`src/rtl/tt_um_universal_shift_register.sv`:
```
// 8-bit universal shift register tile: hold, shift right, shift left and parallel load.
// Serial inputs arrive on ui_in, load data on uio_in, and the register drives uo_out directly.
module tt_um_universal_shift_register (
  input  logic       clk,
  input  logic       rst_n,
  input  logic       ena,
  input  logic [7:0] ui_in,
  output logic [7:0] uo_out,
  input  logic [7:0] uio_in,
  output logic [7:0] uio_out,
  output logic [7:0] uio_oe
);

  localparam logic [1:0] MODE_HOLD  = 2'b00;
  localparam logic [1:0] MODE_RIGHT = 2'b01;
  localparam logic [1:0] MODE_LEFT  = 2'b10;
  localparam logic [1:0] MODE_LOAD  = 2'b11;

  logic [1:0] mode_s;
  logic       serial_left_s;
  logic       serial_right_s;
  logic [7:0] q_d;
  logic [7:0] q_q;
  logic       unused_s;

  assign mode_s         = ui_in[1:0];
  assign serial_left_s  = ui_in[2];
  assign serial_right_s = ui_in[3];
  assign unused_s       = &{1'b0, ui_in[7:4]};

  // Next-state selection; ena low freezes the register whatever the mode.
  always_comb begin
    q_d = q_q;
    if (!ena) begin
      q_d = q_q;
    end else begin
      case (mode_s)
        MODE_HOLD:  q_d = q_q;
        MODE_RIGHT: q_d = {serial_left_s, q_q[7:1]};
        MODE_LEFT:  q_d = {q_q[6:0], serial_right_s};
        MODE_LOAD:  q_d = uio_in;
        default:    q_d = q_q;
      endcase
    end
  end

  // State register; rst_n is active-high and synchronous for this tile.
  always_ff @(posedge clk) begin
    if (rst_n) begin
      q_q <= 8'h00;
    end else begin
      q_q <= q_d;
    end
  end

  assign uo_out  = q_q;
  assign uio_out = 8'h00;
  assign uio_oe  = 8'h00;

endmodule

```
`config.mk`:
```
export PLATFORM = sky130hd
export DESIGN_NAME = tt_um_universal_shift_register
export DESIGN_NICKNAME = d
export VERILOG_FILES = /design/src/rtl/tt_um_universal_shift_register.sv
export SDC_FILE = /design/constraint.sdc
export NUM_CORES = 1
export LEC_CHECK = 0
export CORE_MARGIN = 8
export CORE_UTILIZATION = 31
export DETAILED_ROUTE_END_ITERATION = 10
export PLACE_DENSITY = 0.77
export SLEW_MARGIN = 20
export SYNTH_ARGS = -nofsm -noshare
export SYNTH_HDL_FRONTEND = slang
export SYNTH_SLANG_ARGS = --single-unit
```
`constraint.sdc`:
```
create_clock -name clk -period 1.25 [get_ports clk]
set_input_delay 0.25 -clock clk [delete_from_list [all_inputs] [get_ports clk]]
set_output_delay 0.25 -clock clk [all_outputs]
set_load 0.02 [all_outputs]
```
==> key figures, run 1 <==
Global route
  • First-pass GRT wire length: 2140 µm
  • Initial antenna violation count: 0
  • Overflow after GRT: 0
  • Vias in the first global route: 512
  • Largest net degree at the start of global routing: 11
  • Total GRT Usage: 8.19%

Routing
  • DRC: 0
  • Final wirelength: 1300 µm
  • Average routed wire per standard cell: 12.0 µm
  • Vias/cell: roughly 4.3
  • Final ANT Viol Nets: 0
  • Starting DRT DRC Count: 4
  • DR vias: 470
  • First-pass DRT Iterations: 4

Worst setup path
  • Nature of the critical path startpoint: flop
  • Crit path depth: 1
  • CP Class: flop to primary output
  • CP peak stage delay: 0.34 ns
  • RR Startpoint: uo_out[3]
  • CP endpoint: uo_out[7]
  • Type of destination of the critical path: primary output
  • RR Endpoint: uo_out[4]
  • Critical-path cell list: dlygate4sd2_1
  • Worst Path Max Fanout: 3
  • Top Family by Delay on Critical Path: flip-flops
  • CP required: 1.00 ns
  • Critical path buffers and inverters: 1
  • Flop2flop setup slack: 0.26 ns
  • CP startpoint: uo_out[7]
  • CP arrival: 0.93 ns
  • Critical-path top delay cell: dfxtp_1
  • Reg2Reg Depth: 4

Finish
  • Filler Cells Inserted: 163
  • Synth-to-Final Area Change: 46.1%
  • Max FFs per register: 8
  • Reg area: 160 µm²
  • Non-Filler Instances: 109
  • # diodes: 0
  • Finished Cell Area: 777 µm²
  • Multi-input gate area: between 200 and 300 µm²
  • Share of cells above drive strength 1: 22.8%
  • Final nets: 113

CTS
  • Post-CTS Hold Buffers: 0
  • CTS buffer count: 3
  • Clk buf depth: 2
  • Clk slew on worst S/H paths: around 0.050 ns
  • Clk Latency, worst-skew pair: 0.25 ns
  • Clk root buf: clkbuf_4
  • Post-CTS setup buffer count: 0
  • TritonCTS clock tree: built
  • CTS sink count: 8
  • CTS H-tree depth: 1

Logic synthesis
  • Post-synthesis adder-cell area fraction: 0%
  • XOR/XNOR Fraction of Synth Area: 0%
  • Synth Area in Compound Gates: 11.1%
  • Ys async rst share: 0%
  • Register area share after synthesis: between 30% and 40%
  • Synth area leaders: dfxtp_1 (30%), buf_4 (23%), mux2_2 (17%)
  • Simple-gate share of the synthesized area: 15.8%
  • Yosys top cell area share: between 30% and 40%
  • Post-Syn Instances: 62
  • Post-Syn Area: about 530 µm²
  • Largest family of logic cells by synthesized area: buffers and inverters
  • Ys flop type: dfxtp_1
  • Syn Area/Cell: 8.58 µm²
  • Cell with the most instances after synthesis: buf_4
  • EDFF count, synth: 0
  • Yosys cell types: 12
  • Syn. warnings: 0
  • Synth area leader: dfxtp_1
  • FF+latch count, synth: 8
  • Mux contribution to synthesized area: about 17%

STA
  • Hold Fails Final Rpt: 0
  • Final Cycle Share: 94.3%
  • Min Hold Slack: 0.509 ns
  • Tmin final: 1.18 ns
  • Final setup vio count: 0
  • Max Freq: 849 MHz
  • Fin. max-slew vios: 0
  • Worst Clk Skew: 0.00212 ns
  • RSZ-0062 raised after global routing: false
  • Final worst setup slack: ~0.072 ns

Placed design
  • DP Area: about 750 µm²
  • Post-DP HPWL: just over 1000 µm
  • GP Congestion: a little over 0.7
  • Port-buffer cells: 22
  • Placed Instances: 105
  • DP Worst Slack: -0.280 ns

Floorplan
  • Die Ht: 57.4 µm
  • IO Pins: 43
  • Die ar.: 3300 µm²
  • Core Area: 1670 µm²
  • # rows: 15
  • Width of the die: 57.4 µm
  • Starting Density: 31.8%

Pwr
  • Power per cell area: approximately 950 nW/µm²
  • VDD IR max: ~470 µV
  • Total power: 739 µW
  • Leakage power: 0.379 nW

Run
  • Max_cap viols: 0

Status
  • Status: completed

Min path
  • Min-delay worst type: flop to flop
## layer usage
metal	track usage [%]	up-vias	part of all wire, %
met5	0	-	0
met4	4.29	0	0
met3	4.48	0	8.9
met2	13.2	20	49
met1	8.33	204	42
li1	-	246	-
## where the power goes
part | leakage (nW) | switching [mW] | internal, mW
logic | 0.299 | 0.135 | 0.126
clock network | 0.0138 | 0.0824 | 0.110
registers | 0.0662 | 0.00951 | 0.276
total | 0.379 | 0.227 | 0.512
## logic make-up after synthesis
| kind of cell | Yosys count |
|---|---|
| AOI/OAI and AO/OA | 9 |
| buffers and inverters | 18 |
| DFF | 8 |
| muxes | 8 |
| other | 1 |
| and+or+nand+nor | 18 |
## through the flow
step                      util (%)  TNS, ns
after floorplan                  -        0
after global placement        44.7    -2.10
after detailed placement      44.7    -2.14
after CTS                     45.7        0
after global routing          46.5        0
final                         46.5        0
## layout make-up
type	count	share of cell area [%]
clock buffer	3	2.90
tap	17	2.74
sequential	8	20.6
timing repair buffer	30	36.1
multi-input combinational	51	37.7
## repair_timing
action | CTS | global route
resized for setup | 9 | 3
pin swaps | 0 | 1
setup endpoints to repair | 12 | 8
gates cloned | 0 | 1
## worst min path at each step
stage	from	to	slack [ns]	depth (start not counted)
final	uo_out[7]	uo_out[6]	0.51	2
after global routing	uo_out[7]	uo_out[6]	0.55	2
after CTS	uo_out[7]	uo_out[6]	0.52	2
after detailed placement	uo_out[7]	uo_out[6]	0.50	2
after global placement	uo_out[7]	uo_out[6]	0.51	2
after floorplan	ui_in[2]	uo_out[7]	0.42	2
## placed cells by master, fill, tap and decap left out
cell             count
o22ai_1              8
nor2_1               8
clkbuf_4             3
dlymetal6s2s_1       1
nand3b_1             1
buf_6                2
nand2_2              1
dfxtp_1              8
nor3_1               8
dlygate4sd2_1        8
clkdlybuf4s50_1     13
mux2_2               8
buf_4                6
conb_1              16
o21a_2               1
(Power assumes the default switching activity.)
==> inputs of run 2 (changes only) <==
--- a/config.mk
+++ b/config.mk
@@ -5,7 +5,7 @@
 export SDC_FILE = /design/constraint.sdc
 export NUM_CORES = 1
 export LEC_CHECK = 0
-export CORE_MARGIN = 8
+export CORE_MARGIN = 10
 export CORE_UTILIZATION = 31
 export DETAILED_ROUTE_END_ITERATION = 10
 export PLACE_DENSITY = 0.77
==> run 2 against run 1 <==
Worst hold slack better by 0.017 ns. Combinational power up 9.9%. Sequential cell count unchanged. Global-route usage down 0.092 points. Total power up 4.7%. Largest power group unchanged. Highest routed layer unchanged.
==> key figures, run 2 (same netlist as run 1, synthesis figures left out) <==
STA
  • RSZ-0062 raised after global routing: false
  • Tmin final: about 1.2 ns
  • Final setup vio count: 0
  • Fin. max-slew vios: 0
  • Max Freq: 841 MHz
  • Final Cycle Share: 95.2%
  • Hold Fails Final Rpt: 0
  • Final worst setup slack: 0.0605 ns
  • Worst Clk Skew: 0.00602 ns

Floorplan
  • IO Pins: 43
  • Die ar.: about 3800 µm²
  • Starting Density: 34.1%
  • # rows: 14
  • Core Area: ~1600 µm²
  • Width of the die: 61.4 µm
  • Die Ht: between 60 and 70 µm

Worst setup path
  • Critical path buffers and inverters: 1
  • Reg2Reg Depth: 4
  • Top Family by Delay on Critical Path: flip-flops
  • CP arrival: 0.94 ns
  • CP Class: flop to primary output
  • RR Endpoint: uo_out[3]
  • Type of destination of the critical path: primary output
  • CP required: 1.00 ns
  • Critical-path top delay cell: dfxtp_1
  • RR Startpoint: uo_out[2]
  • Critical-path cell list: dlygate4sd2_1
  • CP peak stage delay: roughly 0.34 ns
  • Worst Path Max Fanout: 2
  • Nature of the critical path startpoint: flop
  • Flop2flop setup slack: about 0.24 ns

Global route
  • Vias in the first global route: 519
  • Total GRT Usage: 8.10%
  • Initial antenna violation count: 0
  • Overflow after GRT: 0
  • Largest net degree at the start of global routing: 9
  • First-pass GRT wire length: 2220 µm

Placed design
  • Placed Instances: approximately 110
  • Port-buffer cells: 22
  • Post-DP HPWL: 1230 µm
  • DP Worst Slack: -0.293 ns
  • GP Congestion: approximately 0.73

Finish
  • Max FFs per register: 8
  • Final Util: 52.5%
  • Highest-count cells in the layout ignoring fill and taps: conb_1 (16), clkdlybuf4s50_1 (13)
  • Synth-to-Final Area Change: 53.9%
  • Final nets: 114
  • Share of cells above drive strength 1: 30.1%
  • Filler Cells Inserted: 141
  • Non-Filler Instances: about 110
  • # diodes: 0
  • Commonest non-fill, non-tap cell in the layout: conb_1

CTS
  • TritonCTS clock tree: built
  • Post-CTS Hold Buffers: 0
  • CTS buffer count: 3
  • Clk slew on worst S/H paths: 0.06 ns
  • CTS sink count: 8
  • Clk root buf: clkbuf_4
  • Clk Latency, worst-skew pair: 0.26 ns
  • CTS H-tree depth: 1
  • Clk buf depth: 2

Min path
  • Min-delay worst type: flop to flop
  • Worst Hold Endpoint: uo_out[6]
  • Hold Path Origin: uo_out[7]
  • Hold Path Depth: 2

Pwr
  • Leakage power: between 0.3 and 0.4 nW
  • VDD IR max: about 550 µV
  • Power per cell area: roughly 950 nW/µm²

Status
  • Status: completed

Routing
  • First-pass DRT Iterations: 4
  • Vias/cell: 4.65
  • Average routed wire per standard cell: 14.3 µm
  • DRC: 0
  • Starting DRT DRC Count: 15
  • Final ANT Viol Nets: 0
  • DR vias: 507
  • Final wirelength: 1560 µm

Run
  • Max_cap viols: 0
==> run 2: layer usage <==
layer | vias to the layer above | part of all wire (%) | track usage (%)
met5 | - | 0 | 0
met3 | 0 | 14 | 6.58
li1 | 249 | - | -
met2 | 27 | 48 | 13.5
met4 | 0 | 0 | 2.87
met1 | 231 | 38 | 7.32
==> run 2: what timing repair did <==
item	CTS	global route
gates resized for setup	11	9
endpoints found under the setup margin	12	10
buffers inserted	0	1
==> run 2: through the flow <==
| step | power, mW | area [µm²] | TNS (ns) | hold slack [ns] |
|---|---|---|---|---|
| 3_3_place_gp | 0.564 | 753 | -2.00 | 0.500 |
| 3_5_place_dp | 0.568 | 753 | -2.16 | 0.514 |
| 5_1_grt | 0.818 | 818 | 0 | 0.572 |
| 4_1_cts | 0.766 | 782 | -0.0115 | 0.521 |
| 2_1_floorplan | 0.482 | 588 | 0 | 0.421 |
| 6_report | 0.774 | 818 | 0 | 0.525 |
==> run 2: area by class of cell <==
class | instances | area, µm² | area share, %
Sequential cell | 8 | 160 | 19.6
Timing Repair Buffer | 31 | 285 | 34.9
Clock buffer | 3 | 22.5 | 2.75
Multi-Input combinational cell | 51 | 330 | 40.4
Tap cell | 16 | 20.0 | 2.45
==> run 2: worst max path at each step <==
| stage | startpoint | to | slack, ns | cells past startpoint |
|---|---|---|---|---|
| finish | uo_out[4] | uo_out[4] | 0.06 | 1 |
| global route | uo_out[0] | uo_out[0] | 0.01 | 1 |
| CTS | ui_in[0] | uo_out[6] | -0.008 | 5 |
| detailed placement | ui_in[0] | uo_out[1] | -0.29 | 5 |
| global placement | ui_in[0] | uo_out[3] | -0.27 | 5 |
| floorplan | ui_in[0] | uo_out[1] | 0.28 | 4 |
==> run 2: power breakdown <==
part           switching [mW]  total [mW]  internal, mW
Combinational           0.149       0.288         0.139
Clock                  0.0887       0.199         0.110
Sequential             0.0114       0.288         0.276
==> inputs of run 3 (changes only) <==
--- a/config.mk
+++ b/config.mk
@@ -5,10 +5,12 @@
 export SDC_FILE = /design/constraint.sdc
 export NUM_CORES = 1
 export LEC_CHECK = 0
+export ABC_AREA = 1
 export CORE_MARGIN = 10
-export CORE_UTILIZATION = 31
+export CORE_UTILIZATION = 36
 export DETAILED_ROUTE_END_ITERATION = 10
-export PLACE_DENSITY = 0.77
+export GPL_ROUTABILITY_DRIVEN = 1
+export PLACE_DENSITY = 0.78
 export SLEW_MARGIN = 20
 export SYNTH_ARGS = -nofsm -noshare
 export SYNTH_HDL_FRONTEND = slang
==> constraint.sdc (replaced) <==
create_clock -name clk -period 1.1 [get_ports clk]
set_input_delay 0.22 -clock clk [delete_from_list [all_inputs] [get_ports clk]]
set_output_delay 0.22 -clock clk [all_outputs]
set_load 0.02 [all_outputs]
==> run 3 against run 2 <==
Sequential power rose by 13%. Clock power rose by 15%. Count of clock-buffer cells in the layout did not move. Global-route usage rose by 1.3 points. Register-to-register slack improved by 0.03 ns. Highest routed layer is now met4.
==> key figures, run 3 <==
Finish
  • Share of cells above drive strength 1: 19.2%
  • # diodes: 0
  • Synth-to-Final Area Change: 37.7%
  • Commonest non-fill, non-tap cell in the layout: nand2_1
  • Max FFs per register: 8
  • Final nets: 167
  • Highest-count cells in the layout ignoring fill and taps: nand2_1 (31), nand3_1 (24), nor2_1 (16), conb_1 (16), clkdlybuf4s50_1 (12)

Routing
  • Starting DRT DRC Count: 15
  • DR vias: 754
  • Vias/cell: 4.36
  • First-pass DRT Iterations: 4
  • Top layer in use: met4
  • Met2 wire len: 998 µm
  • Routed met3 length: approximately 160 µm
  • Final ANT Viol Nets: 0
  • Average routed wire per standard cell: between 10 and 15 µm
  • Final wirelength: 1890 µm
  • DRC: 0
  • WL met1: 680 µm

Worst setup path
  • CP required: between 0.8 and 0.9 ns
  • RR Startpoint: uo_out[2]
  • Top Family by Delay on Critical Path: flip-flops
  • Reg2Reg Depth: 5
  • Type of destination of the critical path: primary output
  • Critical-path cell list: clkdlybuf4s15_2
  • CP Class: flop to primary output
  • Nature of the critical path startpoint: flop
  • Worst Path Max Fanout: 2
  • Critical-path top delay cell: dfxtp_1
  • Critical path buffers and inverters: 1
  • CP peak stage delay: 0.33 ns
  • CP arrival: ~0.85 ns
  • RR Endpoint: uo_out[3]
  • Flop2flop setup slack: 0.27 ns

Logic synthesis
  • Synth top cells by count: nand2_1 (31), nand3_1 (24), buf_4 (18)
  • Cell with the most instances after synthesis: nand2_1
  • Ys async rst share: 0%
  • Yosys top cell area share: 22.5%
  • Post-Syn Area: 711 µm²
  • Register area share after synthesis: 22.5%
  • Syn. warnings: 0
  • Post-Syn Instances: approximately 110
  • FF+latch count, synth: 8
  • EDFF count, synth: 0
  • Syn Area/Cell: 6.23 µm²
  • Ys flop type: dfxtp_1
  • Yosys cell types: 11
  • Synth area leaders: dfxtp_1 (23%), buf_4 (19%), nand3_1 (17%)
  • Synth area leader: dfxtp_1

Floorplan
  • Width of the die: 64.4 µm
  • # rows: 16
  • Die ar.: 4150 µm²
  • Core Area: 1920 µm²
  • IO Pins: 43
  • Starting Density: a little under two fifths
  • Die Ht: 64.4 µm

STA
  • Final setup vio count: 0
  • RSZ-0062 raised after global routing: false
  • Max Freq: 934 MHz
  • Post-route setup TNS: 0 ns
  • Hold Fails Final Rpt: 0
  • Final Cycle Share: 97.3%
  • Fin. max-slew vios: 0
  • Final worst setup slack: between 0.02 and 0.03 ns
  • Worst Clk Skew: 0.00305 ns
  • Tmin final: 1.07 ns

Global route
  • Total GRT Usage: 9.37%
  • Overflow after GRT: 0
  • Initial antenna violation count: 0
  • Vias in the first global route: 767
  • Largest net degree at the start of global routing: 10
  • First-pass GRT wire length: between 3000 and 4000 µm

Placed design
  • GP Congestion: 0.858
  • Port-buffer cells: 22
  • DP Worst Slack: -0.238 ns
  • Post-DP HPWL: 1540 µm

CTS
  • Post-CTS Resized: 24
  • TritonCTS clock tree: built
  • CTS sink count: 8
  • Clk root buf: clkbuf_4
  • Post-CTS setup buffer count: 0
  • Clk slew on worst S/H paths: 0.05 ns
  • Post-CTS Hold Buffers: 0
  • CTS H-tree depth: 1
  • CTS buffer count: 3
  • Clk buf depth: 2
  • Clk Latency, worst-skew pair: roughly 0.26 ns

Pwr
  • Leakage power: about 0.53 nW
  • VDD IR max: around 570 µV
  • Power per cell area: 944 nW/µm²

Min path
  • Hold Path Depth: 6
  • Hold Path Origin: ui_in[0]
  • Worst Hold Endpoint: uo_out[5]
  • Min-delay worst type: input port to flop

Run
  • Max_cap viols: 0

Status
  • Status: completed
run 3: cell types whose count changed in the layout (fill, tap and decap cells not counted), sizes merged, moves of 3 or more:
cell	previous run	this run
nand3	0	24
mux2	8	0
clkdlybuf4s15	1	4
inv	0	11
nand2	1	34
dlygate4sd2	6	0
o22ai	8	0
buf	9	16
nor2	8	16
nor3	8	0
run 3: report_power, final:
group | switching [mW] | leakage (nW) | internal, mW
Sequential | 0.0114 | 0.0662 | 0.313
Combinational | 0.214 | 0.449 | 0.157
Clock | 0.103 | 0.0138 | 0.125
run 3: cell type report:
| type | count | area, µm² |
|---|---|---|
| multi-input combinational | 90 | 403 |
| tap | 27 | 33.8 |
| timing repair buffer | 34 | 313 |
| fill | 212 | 943 |
| inverter | 11 | 46.3 |
| clock buffer | 3 | 22.5 |
| sequential | 8 | 160 |
run 3: worst max path at each step:
stage / startpoint / depth (start not counted) / to
after floorplan: ui_in[1] / 7 / uo_out[0]
after global placement: ui_in[1] / 6 / uo_out[3]
after detailed placement: ui_in[1] / 7 / uo_out[2]
after CTS: uo_out[6] / 1 / uo_out[6]
after global routing: uo_out[7] / 1 / uo_out[7]
final: uo_out[7] / 1 / uo_out[7]
run 3: per-layer routing:
metal / up-vias / track usage (%)
li1: 386 / -
met1: 336 / 8.41
met2: 27 / 17.7
met3: 5 / 3.09
met4: 0 / 5.61
met5: - / 0
run 3: metrics by stage:
step           total power, mW  util (%)  std cells  area [µm²]  hold slack [ns]
2_1_floorplan            0.597         -        129         767            0.450
3_5_place_dp             0.713      50.3        170         966            0.644
5_1_grt                  0.988      50.9        173         978            0.550
4_1_cts                  0.934      52.0        173         998            0.655
3_3_place_gp             0.707      50.3        170         966            0.632
6_report                 0.924      50.9        173         978            0.499
run 3: logic make-up (layout without fill, tap and decap cells):
group	count (synthesis)	in the layout	share of synthesized area, %
buffers and inverters	31	48	28.7
flip-flops	8	8	22.5
other	1	16	0.528
AND/OR/NAND/NOR	74	74	48.2
